==> config.mk <==
export PLATFORM = sky130hd
export DESIGN_NAME = bus_terminal_if
export DESIGN_NICKNAME = d
export VERILOG_FILES = /design/src/rtl/bus_terminal_pkg.sv /design/src/rtl/bus_sync_fifo.sv /design/src/rtl/bus_terminal_if.sv
export SDC_FILE = /design/constraint.sdc
export NUM_CORES = 1
export LEC_CHECK = 0
export ABC_AREA = 1
export CORE_MARGIN = 8
export CORE_UTILIZATION = 24
export DETAILED_ROUTE_END_ITERATION = 6
export GPL_TIMING_DRIVEN = 0
export PLACE_DENSITY = 0.42
export SYNTH_ARGS = -nofsm -noshare
export SYNTH_HDL_FRONTEND = slang
export SYNTH_HIERARCHICAL = 1
export SYNTH_SLANG_ARGS = --single-unit
==> constraint.sdc <==
create_clock -name clk -period 4.6 [get_ports clk]
set_input_delay 1.15 -clock clk [delete_from_list [all_inputs] [get_ports clk]]
set_output_delay 1.15 -clock clk [all_outputs]
set_load 0.1 [all_outputs]
==> src/rtl/bus_terminal_pkg.sv <==
// Shared types and helpers for the bus terminal interface.
// Latency: n/a (declarations only).
// Backpressure: n/a.
package bus_terminal_pkg;

   localparam int ID_W      = 8;
   // Widest packet the destination helper can take; packets are zero-extended to it.
   localparam int MAX_PKT_W = 256;

   localparam logic [ID_W-1:0] BDCST_DEFAULT = 8'hFF;

   typedef logic [15:0] sat_cnt_t;

   // Destination ID lives in the top ID_W bits of a pkt_w-bit packet.
   function automatic logic [ID_W-1:0] get_dest(input logic [MAX_PKT_W-1:0] pkt,
                                                input int pkt_w);
      logic [MAX_PKT_W-1:0] shifted;
      shifted = pkt >> (pkt_w - ID_W);
      return shifted[ID_W-1:0];
   endfunction

   // Event counter that sticks at all-ones instead of wrapping.
   function automatic sat_cnt_t sat_inc(input sat_cnt_t cnt);
      return (cnt == 16'hFFFF) ? cnt : cnt + 16'd1;
   endfunction

endpackage

==> src/rtl/bus_sync_fifo.sv <==
// Synchronous show-ahead FIFO with wrap-bit pointers.
// Latency: write visible at rd_data/empty one cycle after the write edge.
// Backpressure: write ignored when full unless a read happens in the same cycle.
//
// Ports: clk, reset (sync, active-high); wr_en/wr_data write side;
//        rd_en read side with rd_data showing the head; full, empty, count status.
module bus_sync_fifo #(
   parameter int width = 16,
   parameter int depth = 8
) (
   input  logic                     clk,
   input  logic                     reset,
   input  logic                     wr_en,
   input  logic [width-1:0]         wr_data,
   input  logic                     rd_en,
   output logic [width-1:0]         rd_data,
   output logic                     full,
   output logic                     empty,
   output logic [$clog2(depth):0]   count
);

   localparam int          AW      = $clog2(depth);
   localparam logic [AW:0] PTR_ONE = 1;

   logic [AW:0]      wr_ptr;
   logic [AW:0]      rd_ptr;
   logic [width-1:0] mem [depth];
   logic             rd_ok;
   logic             wr_ok;

   // Pointers are equal when empty; they differ only in the wrap bit when full.
   assign empty = (wr_ptr == rd_ptr);
   assign full  = (wr_ptr[AW] != rd_ptr[AW]) && (wr_ptr[AW-1:0] == rd_ptr[AW-1:0]);
   assign count = wr_ptr - rd_ptr;

   assign rd_ok = rd_en && !empty;
   // A same-cycle read frees the slot, so a full FIFO can still take the write.
   assign wr_ok = wr_en && (!full || rd_ok);

   assign rd_data = empty ? '0 : mem[rd_ptr[AW-1:0]];

   always_ff @(posedge clk) begin
      if (reset) begin
         wr_ptr <= '0;
         rd_ptr <= '0;
      end else begin
         if (wr_ok) wr_ptr <= wr_ptr + PTR_ONE;
         if (rd_ok) rd_ptr <= rd_ptr + PTR_ONE;
      end
   end

   always_ff @(posedge clk) begin
      if (!reset && wr_ok) mem[wr_ptr[AW-1:0]] <= wr_data;
   end

endmodule

==> src/rtl/bus_terminal_if.sv <==
// Terminal for one bus device port: TX FIFO toward the bus, address-filtered RX FIFO toward the host.
// Latency: host write to pndng 1 cycle; bus push to rx_valid 1 cycle.
// Backpressure: tx_ready deasserts when TX is full; the bus cannot be stalled, so RX overflow drops and counts.
//
// Ports: clk, reset (sync, active-high);
//        host TX: tx_valid, tx_data, tx_ready, tx_count;
//        bus side: pndng, D_pop, pop (TX head out), push, D_push (packet in);
//        host RX: rx_valid, rx_data, rx_ready, rx_count;
//        status: rx_drop_cnt, rx_misroute_cnt (saturating), err_underflow (sticky).
module bus_terminal_if
   import bus_terminal_pkg::*;
#(
   parameter int              pckg_sz = 16,
   parameter int              depth   = 8,
   parameter logic [ID_W-1:0] id      = 8'h00,
   parameter logic [ID_W-1:0] bdcst   = BDCST_DEFAULT
) (
   input  logic                    clk,
   input  logic                    reset,
   input  logic                    tx_valid,
   input  logic [pckg_sz-1:0]      tx_data,
   output logic                    tx_ready,
   output logic                    pndng,
   output logic [pckg_sz-1:0]      D_pop,
   input  logic                    pop,
   input  logic                    push,
   input  logic [pckg_sz-1:0]      D_push,
   output logic                    rx_valid,
   output logic [pckg_sz-1:0]      rx_data,
   input  logic                    rx_ready,
   output logic [$clog2(depth):0]  tx_count,
   output logic [$clog2(depth):0]  rx_count,
   output logic [15:0]             rx_drop_cnt,
   output logic [15:0]             rx_misroute_cnt,
   output logic                    err_underflow
);

   logic            tx_full;
   logic            tx_empty;
   logic            rx_full;
   logic            rx_empty;
   logic [ID_W-1:0] dest;
   logic            addr_match;
   logic            rx_pop;
   logic            rx_wr;
   logic            rx_drop;
   logic            rx_misroute;
   sat_cnt_t        drop_cnt;
   sat_cnt_t        misroute_cnt;
   logic            underflow;

   // ---------------- TX path ----------------
   // tx_ready comes straight from the full flag, so a same-cycle pop on a
   // full FIFO does not open the door to a write.
   assign tx_ready = !tx_full;
   assign pndng    = !tx_empty;

   bus_sync_fifo #(.width(pckg_sz), .depth(depth)) u_tx_fifo (
      .clk     (clk),
      .reset   (reset),
      .wr_en   (tx_valid && tx_ready),
      .wr_data (tx_data),
      .rd_en   (pop),
      .rd_data (D_pop),
      .full    (tx_full),
      .empty   (tx_empty),
      .count   (tx_count)
   );

   // ---------------- RX path ----------------
   assign dest        = get_dest(MAX_PKT_W'(D_push), pckg_sz);
   assign addr_match  = (dest == id) || (dest == bdcst);
   assign rx_valid    = !rx_empty;
   assign rx_pop      = rx_valid && rx_ready;
   // A host pop in the same cycle makes room even when the FIFO is full.
   assign rx_wr       = push && addr_match && (!rx_full || rx_pop);
   assign rx_drop     = push && addr_match && rx_full && !rx_pop;
   assign rx_misroute = push && !addr_match;

   bus_sync_fifo #(.width(pckg_sz), .depth(depth)) u_rx_fifo (
      .clk     (clk),
      .reset   (reset),
      .wr_en   (rx_wr),
      .wr_data (D_push),
      .rd_en   (rx_ready),
      .rd_data (rx_data),
      .full    (rx_full),
      .empty   (rx_empty),
      .count   (rx_count)
   );

   // ---------------- Status ----------------
   always_ff @(posedge clk) begin
      if (reset) begin
         drop_cnt     <= '0;
         misroute_cnt <= '0;
         underflow    <= 1'b0;
      end else begin
         if (rx_drop)       drop_cnt     <= sat_inc(drop_cnt);
         if (rx_misroute)   misroute_cnt <= sat_inc(misroute_cnt);
         if (pop && !pndng) underflow    <= 1'b1;
      end
   end

   assign rx_drop_cnt     = drop_cnt;
   assign rx_misroute_cnt = misroute_cnt;
   assign err_underflow   = underflow;

endmodule

### Word-level counts from Yosys, hierarchy flattened

Memory sizes are Yosys's and may differ from the RTL's. A register that Yosys moved wholly into a read port is not among the register bits.
Cells that the tools add are included.

* memory bits (writable): 256
* memories kept: 2
* input bits: 38
* bits in registers: 49
* word-level logic and storage cells: 66

* bitwise operators: 2
* add/sub/neg operators: 8
* reduce and logical (&&, ||, !) cells: 28
* multiplexer cells: 10
* eq/ne operators: 9

Memory list
* u_rx_fifo.mem: words 8, bits a word 16, rd ports 1, clocked after Yosys merged registers in 1, wr ports 1, line bus_sync_fifo.sv:27 `logic [width-1:0] mem [depth];`
* u_tx_fifo.mem: words 8, bits a word 16, rd ports 1, clocked after Yosys merged registers in 1, wr ports 1, line bus_sync_fifo.sv:27

Operators with widths (count)
* $add 16x1->16 const B: 2
* $eq 16x16->1 const B: 2
* $mux 16: 2
* $add 4x1->4 const B: 4
* $logic_and 1x1->1: 15
* $mux 3: 4
* $eq 4x4->1: 2
* $eq 8x8->1 const B: 1
* $logic_not 8->1: 1
* $sub 4x4->4: 2
* $logic_not 1->1: 7
* $eq 3x3->1: 2
* $mux 1: 4
* $reduce_and 2->1: 2
* $logic_or 1x1->1: 3
* $ne 1x1->1: 2
* $not 1->1: 2

### Depth between registers and ports, before layout

* depth in word-level cells: 9
* mapped depth: 11
* mapped depth without buffers: 11

### By module

Netlist, hierarchy kept.

By module, submodules not included
* bus_sync_fifo: cells an instance 510, area each 5795.6 sq um, times used 2
* bus_terminal_if: cells an instance 309, area each 2100.8 sq um, times used 1

### Worst setup path after synthesis

No wires, ideal clock.

* path kind: reg2out
* from: reg u_tx_fifo.wr_ptr[0]
* to: out D_pop[10]
* path slack: 318 ps
* path buffers: 1
* arrival: 3132 ps
* cell stages (with the launch flop): 9
* data required time: 3450 ps
* cell sequence: dfxtp_1 > inv_1 > ha_1 > inv_1 > nor2_4 > nand2_4 > buf_4 > nand2_1 > nor2_1

* cells in the longest elaborated chain, start to end: 2

Ends and longest elaborated chain
* from (decl): line bus_sync_fifo.sv:25 `logic [AW:0] wr_ptr;`
* from (signal assigned): line bus_sync_fifo.sv:47 `if (wr_ok) wr_ptr <= wr_ptr + PTR_ONE;`
* $eq 4x4->1: line bus_sync_fifo.sv:32 `assign empty = (wr_ptr == rd_ptr);`
* $mux 16: line bus_sync_fifo.sv:40 `assign rd_data = empty ? '0 : mem[rd_ptr[AW-1:0]];`
* to (decl): line bus_terminal_if.sv:24 `output logic [pckg_sz-1:0] D_pop,`

Every way passes these cells.

==> impl_metrics.yaml <==
status:
  status: "complete, no violations"
worst_setup_path:
  crit_arrival_ns: 3.27
  start_kind: "flip-flop"
  r2r_end: "u_rx_fifo/mem[6][7]$_DFFE_PP_"
  worst_ep_required_time_ns: 3.45
  r2r_cells: 11
  r2r_setup_slack_ns: 1.54
  criticalPathCategory: "flip-flop to output port"
  cp-end-kind: "output port"
  path_max_fanout: 10
  worstReg2RegStart: "u_rx_fifo/wr_ptr[0]$_SDFFE_PP0P_"
timing:
  rsz0062_at_grt: "false"
  worst_pin_slew_ns: 1.02
  layout_min_cycle_time_ns: 4.42
  skew_ns: 0.0204
  finalMaxSlewViolations: 0
  whs_ns: 0.473
  relSlewSlack: 0.317
  clock.fmax_mhz: 226
  period_share: 0.961
  finalHoldViolations: 0
  setup_viol: 0
  timing.final.ws_setup_ns: 0.180
layout:
  layoutNonFillerInstCount: 2280
  layout.nets: 1548
  syn2layout_area_growth_pct: 25.9
  drive_gt1_frac: 0.109
synthesis:
  ys_top_cells_by_count: "nor2_1 (371), edfxtp_1 (256), nand2_1 (172)"
  netlist_instances: 1329
  syn_nets: 1381
  synth_top_area_frac: 0.561
  synth_warnings: 6
  avgSynthCellArea_sq_um: 10.3
  ys.flop_type: "edfxtp_1"
  synth.area.top_cells: "edfxtp_1 (56%), nor2_1 (10%), dfxtp_1 (8.0%), nand2_1 (4.7%), o21ai_1 (3.3%)"
  syn_area_sq_um: 13700
  ys_ff_latch: 311
  synth_edf_count: 256
  yosysUniqueCellTypes: 35
  synth_most_common_cell: "nor2_1"
  yosys.area.top_type: "edfxtp_1"
  ys_seq_area_frac: 0.642
  async_flop_share: 0
routing:
  drt-initial-drc-count: 534
  route.detailed.drc: 0
  wire_per_inst_um: 17.2
  dr.pass1.iters: 4
  num_vias: 9801
  drt_wl_total_um: 39300
  final_antenna_net_count: 0
  vias_per_cell: 4.30
clocking:
  post_cts_buffers: 0
  cts.sinks: 311
  cts_buffers: 37
  cts_tree: "done"
  root_buffer: "clkbuf_16"
  clock_path_buffers: 3
  clkTransAtPathRegs_ns: 0.06
  clk_latency_ns: 0.55
  cts-htree-levels: 2
worst_hold_path:
  hold_depth: 2
  min_from: "err_underflow$_SDFFE_PP0P_"
  hold_class: "flip-flop to flip-flop"
  hold_end: "err_underflow$_SDFFE_PP0P_"
pwr:
  powerDensity_nw_per_um2: 452
  p_seq_frac: 0.398
  swShare: 0.332
  p_switching_w: 0.00258
  p_leak_nw: 6.09
  pwr-share-comb: 0.238
  p_clk_frac: 0.364
  ir_drop_uv: 220
  power_w: 0.00779
  p_int_w: 0.00521
grt:
  grt_max_degree: 17
  grt_pass1_wl_um: 59100
  grt_pass1_vias: 9535
  antenna_found_initial: 0
  gr-total-overflow: 0
  grt.total_usage: 0.119
floorplan:
  rows: 87
  initial_utilization: 0.243
  die_x_um: 255
  die_area_sq_um: 64900
  core_sq_um: 56400
  die_h_um: 255
  io_pins: 114
placed_design:
  dpl.cell_count: 2213
  port_buffers: 113
  gp_congestion: 0.765
  post-place-ws_ns: -0.270
  dp_hpwl_um: 27400
job:
  maxCapViolCount: 0
==> worst max-delay path by stage <==
stage	start	endpoint	slack [ns]	cells past startpoint
final	flip-flop	D_pop[4]	0.18	7
after global routing	D_push[8]	u_rx_fifo/mem[6][7]$_DFFE_PP_	0.01	11
after CTS	u_tx_fifo/wr_ptr[0]$_SDFFE_PP0P_	D_pop[14]	0.02	9
after detailed placement	D_push[8]	u_rx_fifo/mem[6][11]$_DFFE_PP_	-0.27	11
after global placement	D_push[8]	u_rx_fifo/mem[1][6]$_DFFE_PP_	-0.97	11
after floorplan	u_tx_fifo/wr_ptr[0]$_SDFFE_PP0P_	D_pop[10]	0.32	8
==> registers in the layout (all words and copies together), names as in the netlist, named ones only <==
| signal | flops |
|---|---|
| u_tx_fifo/rd_ptr | 4 |
| rx_drop_cnt | 16 |
| u_tx_fifo/wr_ptr | 4 |
| rx_misroute_cnt | 16 |
| err_underflow | 1 |
| u_rx_fifo/mem | 128 |
| u_tx_fifo/mem | 128 |
| u_rx_fifo/rd_ptr | 4 |
| u_rx_fifo/wr_ptr | 4 |
==> through the flow <==
stage	TNS (ns)	instance area (sq um)	utilization
final	0	17200	0.306
after CTS	0	17200	0.305
after detailed placement	-9.38	16000	0.285
after global placement	-106.80	15800	0.280
after floorplan	0	13700	-
after global routing	0	17200	0.306
==> power by group through the flow <==
stage	clock [W]	sequential (W)	combinational [W]
after floorplan	0	0.00318	0.00130
after global placement	0	0.00316	0.00189
after detailed placement	0	0.00316	0.00190
after CTS	0.00294	0.00310	0.00190
after global routing	0.00302	0.00311	0.00199
final	0.00284	0.00310	0.00185
==> final cells by class <==
| cell class | instances | area, sq um |
|---|---|---|
| Antenna cell | 1 | 2.50 |
| Multi-Input combinational cell | 913 | 4370 |
| Buffer | 54 | 384 |
| Fill cell | 5948 | 39100 |
| Timing Repair Buffer | 128 | 1400 |
| Tap cell | 756 | 946 |
| Sequential cell | 311 | 8790 |
| Clock buffer | 49 | 991 |
| Inverter | 51 | 191 |
| Clock inverter | 17 | 175 |
==> logic make-up (layout without fill, tap and decap cells) <==
family	count (synthesis)	after routing	share of synthesized area
compound gates	208	208	0.0798
buf+inv	105	299	0.0420
simple gates	660	660	0.203
flops	311	311	0.642
other cells	0	1	0
xor+xnor	31	31	0.0198
fa+ha+maj	14	14	0.0139
==> layer usage <==
| layer | up-vias | global-route usage | routed length (um) |
|---|---|---|---|
| met3 | 53 | 0.0248 | 1770 |
| met1 | 4709 | 0.160 | 18400 |
| met2 | 165 | 0.192 | 18200 |
| li1 | 4874 | - | - |
| met4 | 0 | 0.0385 | 939 |
| met5 | - | 0 | 0 |
==> critical path: stages, from the launching register on <==
cell	delay, ns
dfxtp_1	0.32
inv_2	0.14
clkbuf_1	0.52
o21ai_0	0.19
nand3_1	0.11
nand2_1	0.06
nor2_1	0.21
clkdlybuf4s50_1	1.19
==> cell usage in the layout (no fill, tap or decap), drive strengths merged <==
cell	instances
a21boi	1
a21oi	38
buf	50
bufinv	3
clkbuf	68
clkdlybuf4s50	91
clkinv	15
dfxtp	55
diode	1
dlygate4sd2	6
dlymetal6s2s	16
edfxtp	256
fa	2
ha	12
inv	50
nand2	189
nand3	70
nand3b	4
nand4	15
nor2	377
nor3	4
nor3b	1
o21ai	169
xnor2	10
xor2	21
==> timing repair <==
| action | in CTS | in global routing |
|---|---|---|
| endpoints found under the hold margin | 0 | 0 |
| gates cloned | 0 | 0 |
| resized for setup | 6 | 16 |
| endpoints found under the setup margin | 6 | 16 |
| hold buffers | 0 | 0 |
No activity file was read; power rests on OpenSTA's default activity.
